<file path="src/rtl/pipesub_pkg.sv">
// Shared types and elaboration helpers for the pipelined ripple-borrow subtractor.
package pipesub_pkg;

    // Widest operand the per-stage bundle can carry.
    localparam int PIPESUB_MAX_W = 64;

    typedef struct packed {
        logic                     valid;
        logic [PIPESUB_MAX_W-1:0] a_hi;
        logic [PIPESUB_MAX_W-1:0] b_hi;
        logic [PIPESUB_MAX_W-1:0] diff_lo;
        logic                     borrow;
    } pipesub_bundle_t;

    function automatic int pipesub_nstages(input int width, input int chunk);
        return width / chunk;
    endfunction

    function automatic bit pipesub_cfg_ok(input int width, input int chunk);
        return (chunk >= 1) && (chunk <= width) && (width <= PIPESUB_MAX_W)
               && ((width % chunk) == 0);
    endfunction

endpackage

</file>
<file path="src/rtl/pipesub_stage.sv">
// One pipeline slice: resolves CHUNK bits of a - b - borrow and forwards the rest.
module pipesub_stage
    import pipesub_pkg::*;
#(
    parameter int K     = 1,
    parameter int CHUNK = 2
) (
    input  logic            clk,
    input  logic            rst,
    input  logic            en,
    input  pipesub_bundle_t prev,
    output pipesub_bundle_t q
);

    logic [CHUNK:0]  res;
    pipesub_bundle_t nxt;

    // a_hi/b_hi arrive right-aligned, so the slice to resolve is always the low CHUNK bits.
    always_comb begin
        res = {1'b0, prev.a_hi[CHUNK-1:0]}
            - {1'b0, prev.b_hi[CHUNK-1:0]}
            - {{CHUNK{1'b0}}, prev.borrow};
        nxt.valid   = prev.valid;
        nxt.a_hi    = prev.a_hi >> CHUNK;
        nxt.b_hi    = prev.b_hi >> CHUNK;
        nxt.diff_lo = prev.diff_lo | (PIPESUB_MAX_W'(res[CHUNK-1:0]) << ((K - 1) * CHUNK));
        nxt.borrow  = res[CHUNK];
    end

    always_ff @(posedge clk) begin
        if (rst) begin
            q <= '0;
        end else if (en) begin
            q <= nxt;
        end
    end

endmodule

</file>
<file path="src/rtl/pipelined_subtractor.sv">
// Pipelined ripple-borrow subtractor, diff = a - b - bi, one CHUNK slice per stage.
// Define PIPESUB_OVF_EN to add the aligned signed-overflow output ovf.
module pipelined_subtractor
    import pipesub_pkg::*;
#(
    parameter int WIDTH = 8,
    parameter int CHUNK = 2
) (
    input  logic             clk,
    input  logic             rst,
    input  logic             in_valid,
    output logic             in_ready,
    input  logic [WIDTH-1:0] a,
    input  logic [WIDTH-1:0] b,
    input  logic             bi,
    output logic             out_valid,
    input  logic             out_ready,
    output logic [WIDTH-1:0] diff,
`ifdef PIPESUB_OVF_EN
    output logic             ovf,
`endif
    output logic             bo
);

    localparam int NSTAGES = pipesub_nstages(WIDTH, CHUNK);

    if (!pipesub_cfg_ok(WIDTH, CHUNK)) begin : g_bad_cfg
        $error("pipelined_subtractor: WIDTH must be a multiple of CHUNK, 1 <= CHUNK <= WIDTH <= 64");
    end

    pipesub_bundle_t s0_q;
    pipesub_bundle_t stg_q [1:NSTAGES];
    pipesub_bundle_t last;
    logic            en;

    assign last      = stg_q[NSTAGES];
    assign en        = !last.valid || out_ready;
    assign in_ready  = en;
    assign out_valid = last.valid;
    assign diff      = last.diff_lo[WIDTH-1:0];
    assign bo        = last.borrow;

    always_ff @(posedge clk) begin
        if (rst) begin
            s0_q <= '0;
        end else if (en) begin
            s0_q <= '{valid:   in_valid,
                      a_hi:    PIPESUB_MAX_W'(a),
                      b_hi:    PIPESUB_MAX_W'(b),
                      diff_lo: '0,
                      borrow:  bi};
        end
    end

    for (genvar k = 1; k <= NSTAGES; k++) begin : g_stage
        pipesub_bundle_t prev;
        if (k == 1) begin : g_first
            assign prev = s0_q;
        end else begin : g_rest
            assign prev = stg_q[k-1];
        end
        pipesub_stage #(.K(k), .CHUNK(CHUNK)) u_stage (
            .clk  (clk),
            .rst  (rst),
            .en   (en),
            .prev (prev),
            .q    (stg_q[k])
        );
    end

    // After the last slice the operand fields are exhausted; only diff/borrow matter.
    logic unused_last;
    if (WIDTH < PIPESUB_MAX_W) begin : g_unused_hi
        assign unused_last = ^{last.a_hi, last.b_hi, last.diff_lo[PIPESUB_MAX_W-1:WIDTH]};
    end else begin : g_unused_full
        assign unused_last = ^{last.a_hi, last.b_hi};
    end

`ifdef PIPESUB_OVF_EN
    logic [NSTAGES:0] a_sgn;
    logic [NSTAGES:0] b_sgn;

    // Operand sign bits travel alongside the slices so they line up with diff's MSB.
    always_ff @(posedge clk) begin
        if (rst) begin
            a_sgn <= '0;
            b_sgn <= '0;
        end else if (en) begin
            a_sgn <= {a_sgn[NSTAGES-1:0], a[WIDTH-1]};
            b_sgn <= {b_sgn[NSTAGES-1:0], b[WIDTH-1]};
        end
    end

    assign ovf = (a_sgn[NSTAGES] != b_sgn[NSTAGES]) && (diff[WIDTH-1] != a_sgn[NSTAGES]);
`endif

endmodule

</file>
<file path="config.mk">
export PLATFORM = sky130hd
export DESIGN_NAME = pipelined_subtractor
export DESIGN_NICKNAME = d
export VERILOG_FILES = /design/src/rtl/pipesub_pkg.sv /design/src/rtl/pipesub_stage.sv /design/src/rtl/pipelined_subtractor.sv
export SDC_FILE = /design/constraint.sdc
export NUM_CORES = 1
export LEC_CHECK = 0
export BUFFER_PORTS_ARGS = -buffer_cell sky130_fd_sc_hd__buf_2
export CAP_MARGIN = 25
export CORE_MARGIN = 1
export CORE_UTILIZATION = 30
export CTS_CLUSTER_SIZE = 25
export DETAILED_ROUTE_END_ITERATION = 16
export RECOVER_POWER = 100
export SYNTH_ARGS = -nofsm -noshare
export SYNTH_HDL_FRONTEND = slang
export SYNTH_SLANG_ARGS = --single-unit
</file>
<file path="constraint.sdc">
create_clock -name clk -period 2.4 [get_ports clk]
set_input_delay 0.36 -clock clk [delete_from_list [all_inputs] [get_ports clk]]
set_output_delay 0.36 -clock clk [all_outputs]
set_load 0.01 [all_outputs]
</file>
==> impl_results.md <==
* Most area-hungry cell type in the Yosys netlist: dfxtp_1
* Detailed Route WL at approximately 5000 µm
* Buffers added on ports at 31
* Height of the die at roughly 100 µm
* Post-synth top cells: 126 x nand2_1, 70 x dfxtp_1, 42 x a21oi_2
* Number of sinks on the clock net at 70
* Slowest cell on the critical path: fa_1
* CTS Hold Bufs at 0
* Clock tree from TritonCTS: done
* Clk slew on worst S/H paths at ~0.08 ns
* Starting DRT DRC Count at approximately 110
* Met2 track utilization from global routing at 0.1741
* Synthesized area per cell at 9.009 µm²
* Total of endpoints with negative setup slack in the final report at 0
* Global-route wire length before repair at between 8000 and 9000 µm
* Die outline width at a little over 100 µm
* Sequential share of the synthesized area at 0.4714
* Endpoints failing hold at 0
* First drt pass iteration count at 4
* HPWL after detailed placement at roughly 3000 µm
* GRT met3 Usage at 0.04279
* Routability congestion estimate at 0.6825
* EDFF count, synth at 0
* Post-synth top flop: dfxtp_1
* Via count of the first global-routing pass at 1998
* Layout overhead on the synthesized area at 7.618%
* Wire length per cell at about 10 µm
* Maximum VDD drop at ~0.40 mV
* CP Data Required Time at about 2.7 ns
* Maximum number of pins on one net before global-route repair at 77
* Worst stage delay on the critical path at ~0.57 ns
* Final Slew Violations at 0
* Dominant cells by area after synthesis: dfxtp_1 47%, nand2_1 16%, a21oi_2 12%
* Capturing element type of the critical path: flop
* Global route hottest layer: met2
* Tightest slew margin relative to the limit at 0.1773
* Detailed-route DRC error count at 0
* Floorplan core area at roughly 9400 µm²
* Number of nets produced by synthesis at approximately 360
* Count of placed standard cells including taps at approximately 470
* Number of buffers added by the clock tree synthesis step at 9
* Final period util at 0.9192
* Largest clock skew in the final design at 0.007103 ns
* Number of synthesized register bits at 70
* Count of fill cells added during filler insertion at slightly above 1000
* Number of antenna violations at the first check in global routing at 0
* Post-CTS Setup Bufs at 0
* Worst path buffer plus inverter count at 2
* Crit path launch type: flop
* Power Total at 2.357 mW
* Total of max-cap violations at 0
* Num rows at 35
* Total track usage at 0.1064
* RSZ-0062 raised after global routing: false
* Category of cells accounting for the largest share of critical-path delay: adder cells
* Via Count at a little over 2000
* Class of the tightest hold or removal check: in2reg
* Final sum of negative setup slack at 0 ns
* H-tree depth reported by CTS at 3
* Clock latency of the later-clocked register in the worst-skew pair at around 0.34 ns
* Overflow after GRT at 0
* Number of gates resized after CTS at 0
* Clk root buf: clkbuf_8
* CTS Buffer Depth at 2
* Proportion of synthesized flip-flops having asynchronous set or reset at 0
* Minimum clock period at between 2 and 2.5 ns
* Share of post-route cells with drive strength above 1 at 0.1899
* Worst Setup Path Type: reg2reg
* Fin cells at slightly below 500
* Post-Place Setup Slack at ~0.18 ns
* I/O pin cnt at 32
* Final ANT Viol Nets at 0
* Post-Syn Area at 2973 µm²
* Post-layout nets at 386
* Arr. time, crit path at about 2.5 ns
* Number of inserted diodes at 0
* Worst path cell trace: inv_1 -> fa_1 -> inv_1 -> ha_1 -> or2_2 -> fa_1 -> nand2_1 -> a21oi_1
* Leakage dissipation at ~1.2 nW
* Worst-path maximum fanout at 2
* Met1 Track Usage GR at 0.1249
* Power density cells at ~740 nW/µm²
* Worst Max-Slew Pin Slew at 1.234 ns
* YS warnings at 0
* Number of distinct library cells after synthesis at 19
* Total Die Area at approximately 10000 µm²
* Most numerous cell in the Yosys netlist: nand2_1
* Max Clk Rate at 453.3 MHz
* Worst-case setup margin in the final layout at 0.1940 ns
* Routed via count divided by cell count at ~4.2
* Run status: finished, final reports clean
* Final core utilization at 0.3398
* Share of Yosys cell area claimed by the top area cell type at 0.4714
* Synth Instances at 330
* Initial core utilization at 0.3157
logic make-up (layout without fill, tap and decap cells):
| logic type | after synthesis | after routing | synth area share |
|---|---|---|---|
| XOR/XNOR | 2 | 2 | 0.005893 |
| AO/OA/AOI/OAI | 69 | 69 | 0.1810 |
| flip-flops | 70 | 70 | 0.4714 |
| adder cells (fa/ha/maj) | 12 | 12 | 0.07071 |
| buffers and inverters | 40 | 68 | 0.09302 |
| AND/OR/NAND/NOR | 137 | 137 | 0.1780 |
worst paths after layout:
check | endpoint | slack, ns | start | depth (start not counted)
min reg2reg | g_stage[1].u_stage.q[70]$_SDFFE_PP0P_ | 0.45 | g_stage[1].u_stage.q[70]$_SDFFE_PP0P_ | 2
min | g_stage[1].prev[69]$_SDFFE_PP0P_ | 0.26 | b[4] | 3
max reg2reg | g_stage[4].u_stage.q[8]$_SDFFE_PP0P_ | 0.19 | g_stage[3].u_stage.q[0]$_SDFFE_PP0P_ | 8
max | g_stage[4].u_stage.q[8]$_SDFFE_PP0P_ | 0.19 | g_stage[3].u_stage.q[0]$_SDFFE_PP0P_ | 8
placed cells by master (no fill, tap or decap):
master / n
a211oi_2: 1
a211oi_1: 5
fa_1: 8
nand2_1: 126
buf_4: 4
clkinv_2: 2
nor2_1: 8
a21oi_2: 25
clkbuf_1: 12
xnor2_1: 2
or2_2: 2
bufinv_16: 1
clkbuf_8: 9
clkinvlp_4: 3
inv_4: 1
nor2b_1: 1
inv_1: 16
clkbuf_2: 1
ha_1: 4
dfxtp_1: 70
a21oi_1: 38
buf_2: 19
per-stage QoR:
stage	hold slack (ns)	area, µm²
detailed placement	0.4451	3112
global route	0.2487	3199
CTS	0.2395	3302
finish	0.2574	3199
global placement	0.4382	3112
floorplan	0.4319	2973
state kept, by name, indices dropped and copies added, names as in the netlist:
name and cells:
g_stage.u_stage.q 52, g_stage.prev 18
worst min-delay path: stages:
cell and delay (ns):
buf_2 0.10, nand2_1 0.05, a21oi_1 0.05
layer usage:
metal,share of wire,up-vias
li1,-,1082
met1,0.49,936
met2,0.45,33
met3,0.051,5
met4,0.011,0
met5,0,-
power breakdown:
| group | internal [mW] | total [mW] | switching [mW] |
|---|---|---|---|
| logic | 0.0806 | 0.181 | 0.100 |
| registers | 1.22 | 1.25 | 0.0307 |
| clock network | 0.476 | 0.922 | 0.446 |
layout make-up:
class / count / area [µm²] / share of cell area
flip-flops and latches: 70 / 1401 / 0.4380
clock inverters: 6 / 62.56 / 0.01955
multi-input cells: 220 / 1209 / 0.3778
clock buffers: 10 / 127.6 / 0.03989
repair buffers: 35 / 171.4 / 0.05358
well taps: 129 / 161.4 / 0.05045
inverters: 17 / 66.31 / 0.02073
No activity file was read; power rests on OpenSTA's default activity.
